## src/rtl/coef_mem_arbiter.sv

```systemverilog
// Round-robin arbiter sharing the FIR coefficient memory s2 read port.
// Define COEF_MEM_ARBITER_FIXED_PRIO_EN for fixed lowest-index priority.
module coef_mem_arbiter #(
  parameter int NREQ   = 4,
  parameter int AW     = 15,
  parameter int DW     = 32,
  parameter int RD_LAT = 2
) (
  input  logic               clk,
  input  logic               rst,
  input  logic               hold,
  input  logic [NREQ-1:0]    req,
  input  logic [NREQ*AW-1:0] req_addr,
  output logic [NREQ-1:0]    gnt,
  output logic [NREQ-1:0]    rvalid,
  output logic [DW-1:0]      rdata,
  output logic               busy,
  output logic [AW-1:0]      mem_address,
  output logic               mem_clken,
  input  logic [DW-1:0]      mem_readdata,
  output logic               mem_clk
);

  localparam int IW = (NREQ > 1) ? $clog2(NREQ) : 1;

  logic [IW-1:0] sel;
  logic          any;
  logic          issue;
  logic [RD_LAT:0] tag_v;
  logic [IW-1:0]   tag_i [RD_LAT+1];

`ifndef COEF_MEM_ARBITER_FIXED_PRIO_EN
  logic [IW-1:0] ptr;
`endif

  always_comb begin
    int j;
    j   = 0;
    sel = '0;
    any = 1'b0;
    for (int k = 0; k < NREQ; k++) begin
`ifdef COEF_MEM_ARBITER_FIXED_PRIO_EN
      j = k;
`else
      // rotate the search so it starts at ptr
      j = int'(ptr) + k;
      if (j >= NREQ) j = j - NREQ;
`endif
      if (!any && req[j]) begin
        any = 1'b1;
        sel = IW'(j);
      end
    end
  end

  assign issue     = any & ~hold;
  assign mem_clken = |tag_v;
  assign busy      = (|tag_v) | (|gnt);
  assign mem_clk   = clk;

  always_ff @(posedge clk) begin
    if (rst) begin
      gnt         <= '0;
      mem_address <= '0;
      tag_v       <= '0;
      rvalid      <= '0;
      rdata       <= '0;
      for (int k = 0; k <= RD_LAT; k++)
        tag_i[k] <= '0;
`ifndef COEF_MEM_ARBITER_FIXED_PRIO_EN
      ptr         <= '0;
`endif
    end else begin
      gnt <= issue ? (NREQ'(1) << sel) : '0;
      if (issue) begin
        mem_address <= req_addr[int'(sel)*AW +: AW];
`ifndef COEF_MEM_ARBITER_FIXED_PRIO_EN
        ptr <= (sel == IW'(NREQ-1)) ? '0 : sel + 1'b1;
`endif
      end
      // tag stage k tracks the read whose address went out k cycles ago
      tag_v    <= {tag_v[RD_LAT-1:0], issue};
      tag_i[0] <= sel;
      for (int k = 1; k <= RD_LAT; k++)
        tag_i[k] <= tag_i[k-1];
      rvalid <= tag_v[RD_LAT] ? (NREQ'(1) << tag_i[RD_LAT]) : '0;
      if (tag_v[RD_LAT])
        rdata <= mem_readdata;
    end
  end

endmodule

```

## config.mk

```make
export PLATFORM = sky130hd
export DESIGN_NAME = coef_mem_arbiter
export DESIGN_NICKNAME = d
export VERILOG_FILES = /design/src/rtl/coef_mem_arbiter.sv
export SDC_FILE = /design/constraint.sdc
export NUM_CORES = 1
export LEC_CHECK = 0
export ABC_AREA = 1
export BUFFER_PORTS_ARGS = -buffer_cell sky130_fd_sc_hd__buf_2
export CORE_MARGIN = 1.5
export CORE_UTILIZATION = 37
export CTS_CLUSTER_SIZE = 20
export DETAILED_ROUTE_END_ITERATION = 7
export PLACE_DENSITY_LB_ADDON = 0.25
export SETUP_SLACK_MARGIN = 0.02
export SLEW_MARGIN = 20
export SYNTH_ARGS = -nofsm -noshare
export SYNTH_HDL_FRONTEND = slang
export SYNTH_SLANG_ARGS = --single-unit
```

## constraint.sdc

```tcl
create_clock -name clk -period 2.3 [get_ports clk]
set_input_delay 0 -clock clk [delete_from_list [all_inputs] [get_ports clk]]
set_output_delay 0 -clock clk [all_outputs]
set_load 0.05 [all_outputs]
```

; Word level (Yosys, flattened, before mapping)
; Memory sizes are Yosys's and may differ from the RTL's.
; Cells that the tools add are included.
[word_totals]
elab_cells = 77
regBits = 60
mem_bits_rw = 6
mem_count = 1
inputBits = 99
out_inout_bits = 58
[classes]
n_lt_le_gt_ge = 8
mul = 1
shift = 3
add_sub_neg = 8
bitwise = 8
reduce_logical = 10
mux = 31
eq_ne = 1
[mem_list]
columns = name, words, word_bits, read_ports, rd_clocked_by_memory_dff, write_ports, line_no
row1 = tag_i, 3, 2, 3, 0, 3, 30  ; logic [IW-1:0] tag_i [RD_LAT+1];
[op_table]
columns = operator, count
row1 = $lt 32x4->1 const B, 4
row2 = $mux 32, 4
row3 = $shiftx 60x7->15, 1
row4 = $mux 2, 8
row5 = $mux 1, 15
row6 = $sub 3x3->4 const B, 3
row7 = $ge 3x3->1 const B, 3
row8 = $bmux 1 s2, 4
row9 = $shl 1x2->4 const A, 2
row10 = $add 2x2->3 const B, 2
row11 = $mul 2x4->6 const B, 1
row12 = $or 1x1->1, 4
row13 = $reduce_or 2->1, 2
row14 = $reduce_or 4->1, 1
row15 = $sub 2x3->4 const B, 1
row16 = $add 2x1->3 const B, 1
row17 = $ge 2x3->1 const B, 1
row18 = $logic_and 1x1->1, 3
row19 = $logic_not 1->1, 3
row20 = $not 1->1, 3
row21 = $reduce_or 3->1, 1
row22 = $add 2x1->2 const B, 1
row23 = $eq 2x2->1 const B, 1
row24 = $and 1x1->1, 1

; Depth between registers and ports, before layout
; Gate-level depths: netlist (run 1).
[logic_depth]
depth_word = 18
depth_mapped = 16
depth_no_buf = 14

==> results of run 1 <==
## final cells by class
| cell class | count | area (sq um) |
|---|---|---|
| tap | 108 | 135 |
| inverter | 97 | 369 |
| sequential | 66 | 1320 |
| timing repair buffer | 235 | 1560 |
| multi-input combinational | 326 | 1460 |
| clock inverter | 7 | 124 |
| fill | 811 | 3540 |
| clock buffer | 13 | 170 |
## synth_stat cells, drive strengths merged
cell | instances | area [sq um]
nor2 | 117 | 442
inv | 97 | 369
nand2 | 82 | 315
dfxtp | 66 | 1320
nand3 | 57 | 300
o21ai | 33 | 165
nand4 | 30 | 188
buf | 18 | 115
clkbuf | 13 | 48.8
a21oi | 2 | 10.0
a211oi | 1 | 7.51
a31oi | 1 | 6.26
ha | 1 | 12.5
nand3b | 1 | 7.51
nor3 | 1 | 5.00
## registers in the layout, indices dropped and copies added, names as in the netlist
register	count
gnt	4
ptr	2
tag_v	3
tag_i	6
mem_address	15
rdata	32
rvalid	4
## routing by layer
layer / track usage, % / routed length (um)
met1: 25.6 / 4570
met2: 42.5 / 5540
met3: 4.53 / 658
met4: 10.2 / 247
met5: 0 / 0
## how the worst max path moves through the flow
stage | start | endpoint | slack, ps | depth (start not counted)
finish | ptr[0] | mem_address[3] | 270 | 12
global route | ptr[0] | mem_address[10] | 50 | 12
CTS | ptr[0] | mem_address[10] | 110 | 12
detailed placement | ptr[0] | mem_address[10] | 130 | 12
global placement | ptr[0] | mem_address[10] | 210 | 12
floorplan | ptr[0] | ptr[1] | 410 | 13
## critical path: cells and delay by family (launching register included)
family / cells / cell delay (ps)
buffers and inverters: 2 / 310
flip-flops: 1 / 470
AND/OR/NAND/NOR: 10 / 1150
## cells by family (layout without fill, tap and decap cells)
logic type / after synthesis / count (layout) / synth area share, %
flops: 66 / 66 / 39.9
simple gates: 288 / 288 / 38.0
buf+inv: 128 / 352 / 16.1
fa+ha+maj: 1 / 1 / 0.378
compound gates: 37 / 37 / 5.70
## timing repair
item,in CTS,in global routing
buffers inserted,0,0
hold buffers,69,0
hold endpoints to repair,49,0
resized for setup,0,1
endpoints found under the setup margin,0,17
## power by group
| part | switching (mW) | internal [mW] | leakage, nW |
|---|---|---|---|
| sequential | 0.129 | 1.35 | 0.540 |
| combinational | 2.28 | 1.02 | 2.27 |
| clock | 0.561 | 0.852 | 0.146 |
==> results.cfg, run 1 <==
[setup_path]
path_class = reg2reg
path_cells = nand2_1 > nand3_1 > nand2_1 > nor2_2 > nand3_2 > nand3_2 > buf_4 > nand2_1 > nand3_1 > nand3_1 > nand2_1 > inv_1
cp.arrival_ps = 2370
worstSetupStartpointType = register
cpPeakStageDelay_ps = 470
r2r_setup_slack_ps = 270
required_ps = 2640
r2r-start = ptr[0]
critical_path.endpoint_type = register
cp_common_cell = nand2_1
rr_worst_depth = 12
crit_fanout = 24
critPathSlowestCell = dfxtp_2
r2r-end = mem_address[3]

[routing]
drt_iter0_markers = 146
postRouteAntennaNets = 0
drc = 0
wire_per_inst_um = 12.9
via_per_inst = 4.70
vias = 4001
totalWireLength_um = 11000
firstDrtPassIters = 4

[power]
p_leak_nw = 2.96
ir_drop_mv = 0.730
power_density_nw_per_um2 = 1210
finalPower_mw = 6.20

[worst_hold_path]
whs_endpoint = mem_address[7]
worstHoldPathType = in2reg
whs_path_depth = 7
min_from = req_addr[37]

[sta]
tns_ps = 0
worst_pin_slew_ps = 905
slew_violations = 0
final-hold-violation-count = 0
fmax_ghz = 0.493
rsz0062_at_grt = no
post-route-min-period_ps = 2030
whs_ps = 3.51
setup_viol = 0
fin_ws_ps = 274
finalCritPeriodShare_pct = 88.1
slew_headroom_pct = 39.6
fin_skew_ps = 12.7

[place]
dpl.cell_count = 764
dpl.hpwl_um = 7060
routabilityCongestion = 0.992
port_buffers = 156
dpl_cell_area_sq_um = 4160
dp_slack_ps = 128

[clock_network]
clk-insertion-delay-late_ps = 440
tritoncts = yes
path_clk_slew_ps = 80

[flow_run]
max_cap_violations = 0

[status]
status = complete, no violations

[logic_synthesis]
synthesis.nets = 620
ys_seq_area_share_pct = 39.9
yosysUniqueCellTypes = 22
yosys_warnings = 0
synthesis.area_sq_um = 3310
ys_ff_latch = 66
avgSynthCellArea_sq_um = 6.37
synthCells = 520

[grt]
globalRouteTotalUtil_pct = 23.1
overflow = 0
grt_pass1_wl_um = 17600
grt_max_degree = 36
grt_pass1_vias = 3807
antenna_found_initial = 0

[cells_and_area]
diodes = 0
areaGrowthSynthToFinish_pct = 55.2
layout.nets = 839
final_util_pct = 59.2
final_common_cell = buf_2
final_cells = 852
drive_gt1_share_pct = 26.6
final_cell_mix = buf_2 (156), nor2_1 (116), inv_1 (93)
final_area_sq_um = 5140

[floorplan]
num_rows = 34
die_area_sq_um = 9530
io_pins = 157
die_w_um = 97.6
die_height_um = 97.6
core-area_sq_um = 8680
start_util_pct = 38.2
No activity file was read; power rests on OpenSTA's default activity.
==> inputs of run 2 (changes only) <==
--- a/config.mk
+++ b/config.mk
@@ -5,10 +5,9 @@
 export SDC_FILE = /design/constraint.sdc
 export NUM_CORES = 1
 export LEC_CHECK = 0
-export ABC_AREA = 1
 export BUFFER_PORTS_ARGS = -buffer_cell sky130_fd_sc_hd__buf_2
 export CORE_MARGIN = 1.5
-export CORE_UTILIZATION = 37
+export CORE_UTILIZATION = 44
 export CTS_CLUSTER_SIZE = 20
 export DETAILED_ROUTE_END_ITERATION = 7
 export PLACE_DENSITY_LB_ADDON = 0.25
==> run 2 against run 1 <==
  * Register-to-register slack lost 210 ps
  * Final cell count down 30%
  * Critical path type unchanged
  * Worst setup slack worse by 210 ps
  * Maximum frequency is 9.4% lower
  * Utilization up 21 points
  * Sequential power shrank 16%
==> results.cfg, run 2 <==
[cells_and_area]
final_util_pct = 80.2
final_common_cell = buf_2
final_cell_mix = buf_2 (156), dlygate4sd3_1 (96), dfxtp_1 (65)
final_cells = 597
layout.nets = 616
areaGrowthSynthToFinish_pct = 74.1
final_area_sq_um = 4800
largestRegisters = rdata (32), mem_address (15), tag_i (6)
largest_register = rdata
drive_gt1_share_pct = 37.3
largest_register_ffs = 32

[logic_synthesis]
ys.flop_type = dfxtp_1
yosysUniqueCellTypes = 32
synth_area_leader_cell = dfxtp_1
synthCells = 260
synth_most_common_cell = dfxtp_1
ys_seq_area_share_pct = 47.9
synth_top_area_share_pct = 47.9
synthesis.area_sq_um = 2760
synth-edff-count = 0
ys_ff_latch = 66
async_flop_share_pct = 0
synth_common_cells = dfxtp_1 (66), mux2i_1 (63), nor2_1 (40)
avgSynthCellArea_sq_um = 10.6
yosys-top-cells-area = dfxtp_1 (48%), mux2i_1 (23%), nor2_1 (5.4%), o221ai_2 (4.9%), nand2_1 (2.4%)
yosys_warnings = 0
synthesis.nets = 360

[grt]
globalRouteTotalUtil_pct = 29.1
grt_pass1_wl_um = 14200
grt_max_degree = 45
overflow = 0
grt_pass1_vias = 3098
antenna_found_initial = 1

[setup_path]
r2r-end = mem_address[13]
r2r_setup_slack_ps = 60
cp.arrival_ps = 2560
critical_path.top_delay_family = buffers and inverters
path_class = reg2reg
critical_path.endpoint_type = register
required_ps = 2630
critPathSlowestCell = dlygate4sd3_1
r2r-start = ptr[1]
path_cells = or3b_1 > o221ai_4 > buf_12 > mux2i_1 > dlygate4sd3_1 > o221ai_1
cpPeakStageDelay_ps = 590
path_buf_inv = 2
rr_worst_depth = 6
worstSetupStartpointType = register
crit_fanout = 14

[clock_network]
path_clk_slew_ps = 70
post_cts_buffers = 0
tritoncts = yes
clk-insertion-delay-late_ps = 450

[place]
port_buffers = 156
routabilityCongestion = 0.755
dpl.hpwl_um = 4820
dpl_cell_area_sq_um = 3580
dpl.cell_count = 481

[routing]
via_per_inst = 5.16
vias = 3080
firstDrtPassIters = 4
wire_per_inst_um = 16.3
drt_iter0_markers = 128
drc = 0
postRouteAntennaNets = 0
totalWireLength_um = 9730

[floorplan]
die_area_sq_um = 6750
io_pins = 157
num_rows = 28
die_height_um = 82.2
die_w_um = 82.2
start_util_pct = 46.1
core-area_sq_um = 5990

[flow_run]
max_cap_violations = 0

[sta]
slew_headroom_pct = 55.8
finalCritPeriodShare_pct = 97.2
fmax_ghz = 0.447
post-route-min-period_ps = 2240
slew_violations = 0
fin_skew_ps = 7.96
rsz0062_at_grt = no
setup_viol = 0
worst_pin_slew_ps = 662
final-hold-violation-count = 0
tns_ps = 0

[worst_hold_path]
whs_endpoint = ptr[1]
worstHoldPathType = in2reg
whs_path_depth = 4
min_from = req[0]

[status]
status = complete, no violations

[power]
ir_drop_mv = 0.369
p_leak_nw = 2.31
power_density_nw_per_um2 = 683
-- run 2: how the worst max path moves through the flow --
stage           start              end  slack [ps]  depth (start not counted)
2_1_floorplan  ptr[1]           ptr[0]         550                          8
3_3_place_gp   ptr[0]  mem_address[11]         580                          5
3_5_place_dp   ptr[1]   mem_address[6]         510                          5
4_1_cts        ptr[1]   mem_address[2]          90                          6
5_1_grt        ptr[1]   mem_address[4]          20                          6
6_report       ptr[1]  mem_address[13]          60                          6
-- run 2: kinds of logic (layout without fill, tap and decap cells) --
group	count (synthesis)	in the layout	synth area share, %
compound gates	28	28	10.0
simple gates	82	82	14.2
flops	66	66	47.9
buf+inv	20	280	4.58
other cells	0	2	0
fa+ha+maj	1	1	0.453
mux	63	63	22.9
-- run 2: area by class of cell --
cell class / instances / area (sq um)
inverter: 3 / 11.3
clock inverter: 3 / 65.1
tap: 75 / 93.8
clock buffer: 16 / 181
timing repair buffer: 258 / 1800
fill: 383 / 1190
antenna: 2 / 5.00
multi-input combinational: 174 / 1320
sequential: 66 / 1320
-- run 2: metal layers --
metal  global-route usage [%]  routed length, um
met5                        0                  0
met4                     22.7                643
met3                     10.3                752
met2                     50.9               4970
met1                     27.4               3360
-- run 2: what timing repair did --
item,CTS,global route
hold buffers,96,0
hold endpoints to repair,51,0
gates resized for setup,0,3
setup endpoints to repair,0,7
-- run 2: metrics by stage --
| step | power (mW) | hold WS (ps) | setup slack (ps) |
|---|---|---|---|
| 6_report | 3.28 | 50.9 | 64.1 |
| 5_1_grt | 3.41 | 78.8 | 15.8 |
| 4_1_cts | 3.25 | 38.0 | 92.0 |
| 3_5_place_dp | 1.95 | 233 | 509 |
| 3_3_place_gp | 1.94 | 225 | 583 |
| 2_1_floorplan | 1.78 | 78.0 | 555 |
-- run 2: where the power goes --
| group | switching [mW] | internal (mW) |
|---|---|---|
| clock | 0.519 | 0.727 |
| sequential | 0.0429 | 1.20 |
| combinational | 0.434 | 0.355 |
| total | 0.996 | 2.28 |
-- run 2: worst register-to-register path, delay by kind of cell (launching register included) --
family | cells | cell delay [ps]
muxes | 1 | 280
AOI/OAI and AO/OA | 2 | 210
buffers and inverters | 2 | 790
and+or+nand+nor | 1 | 470
DFF | 1 | 360
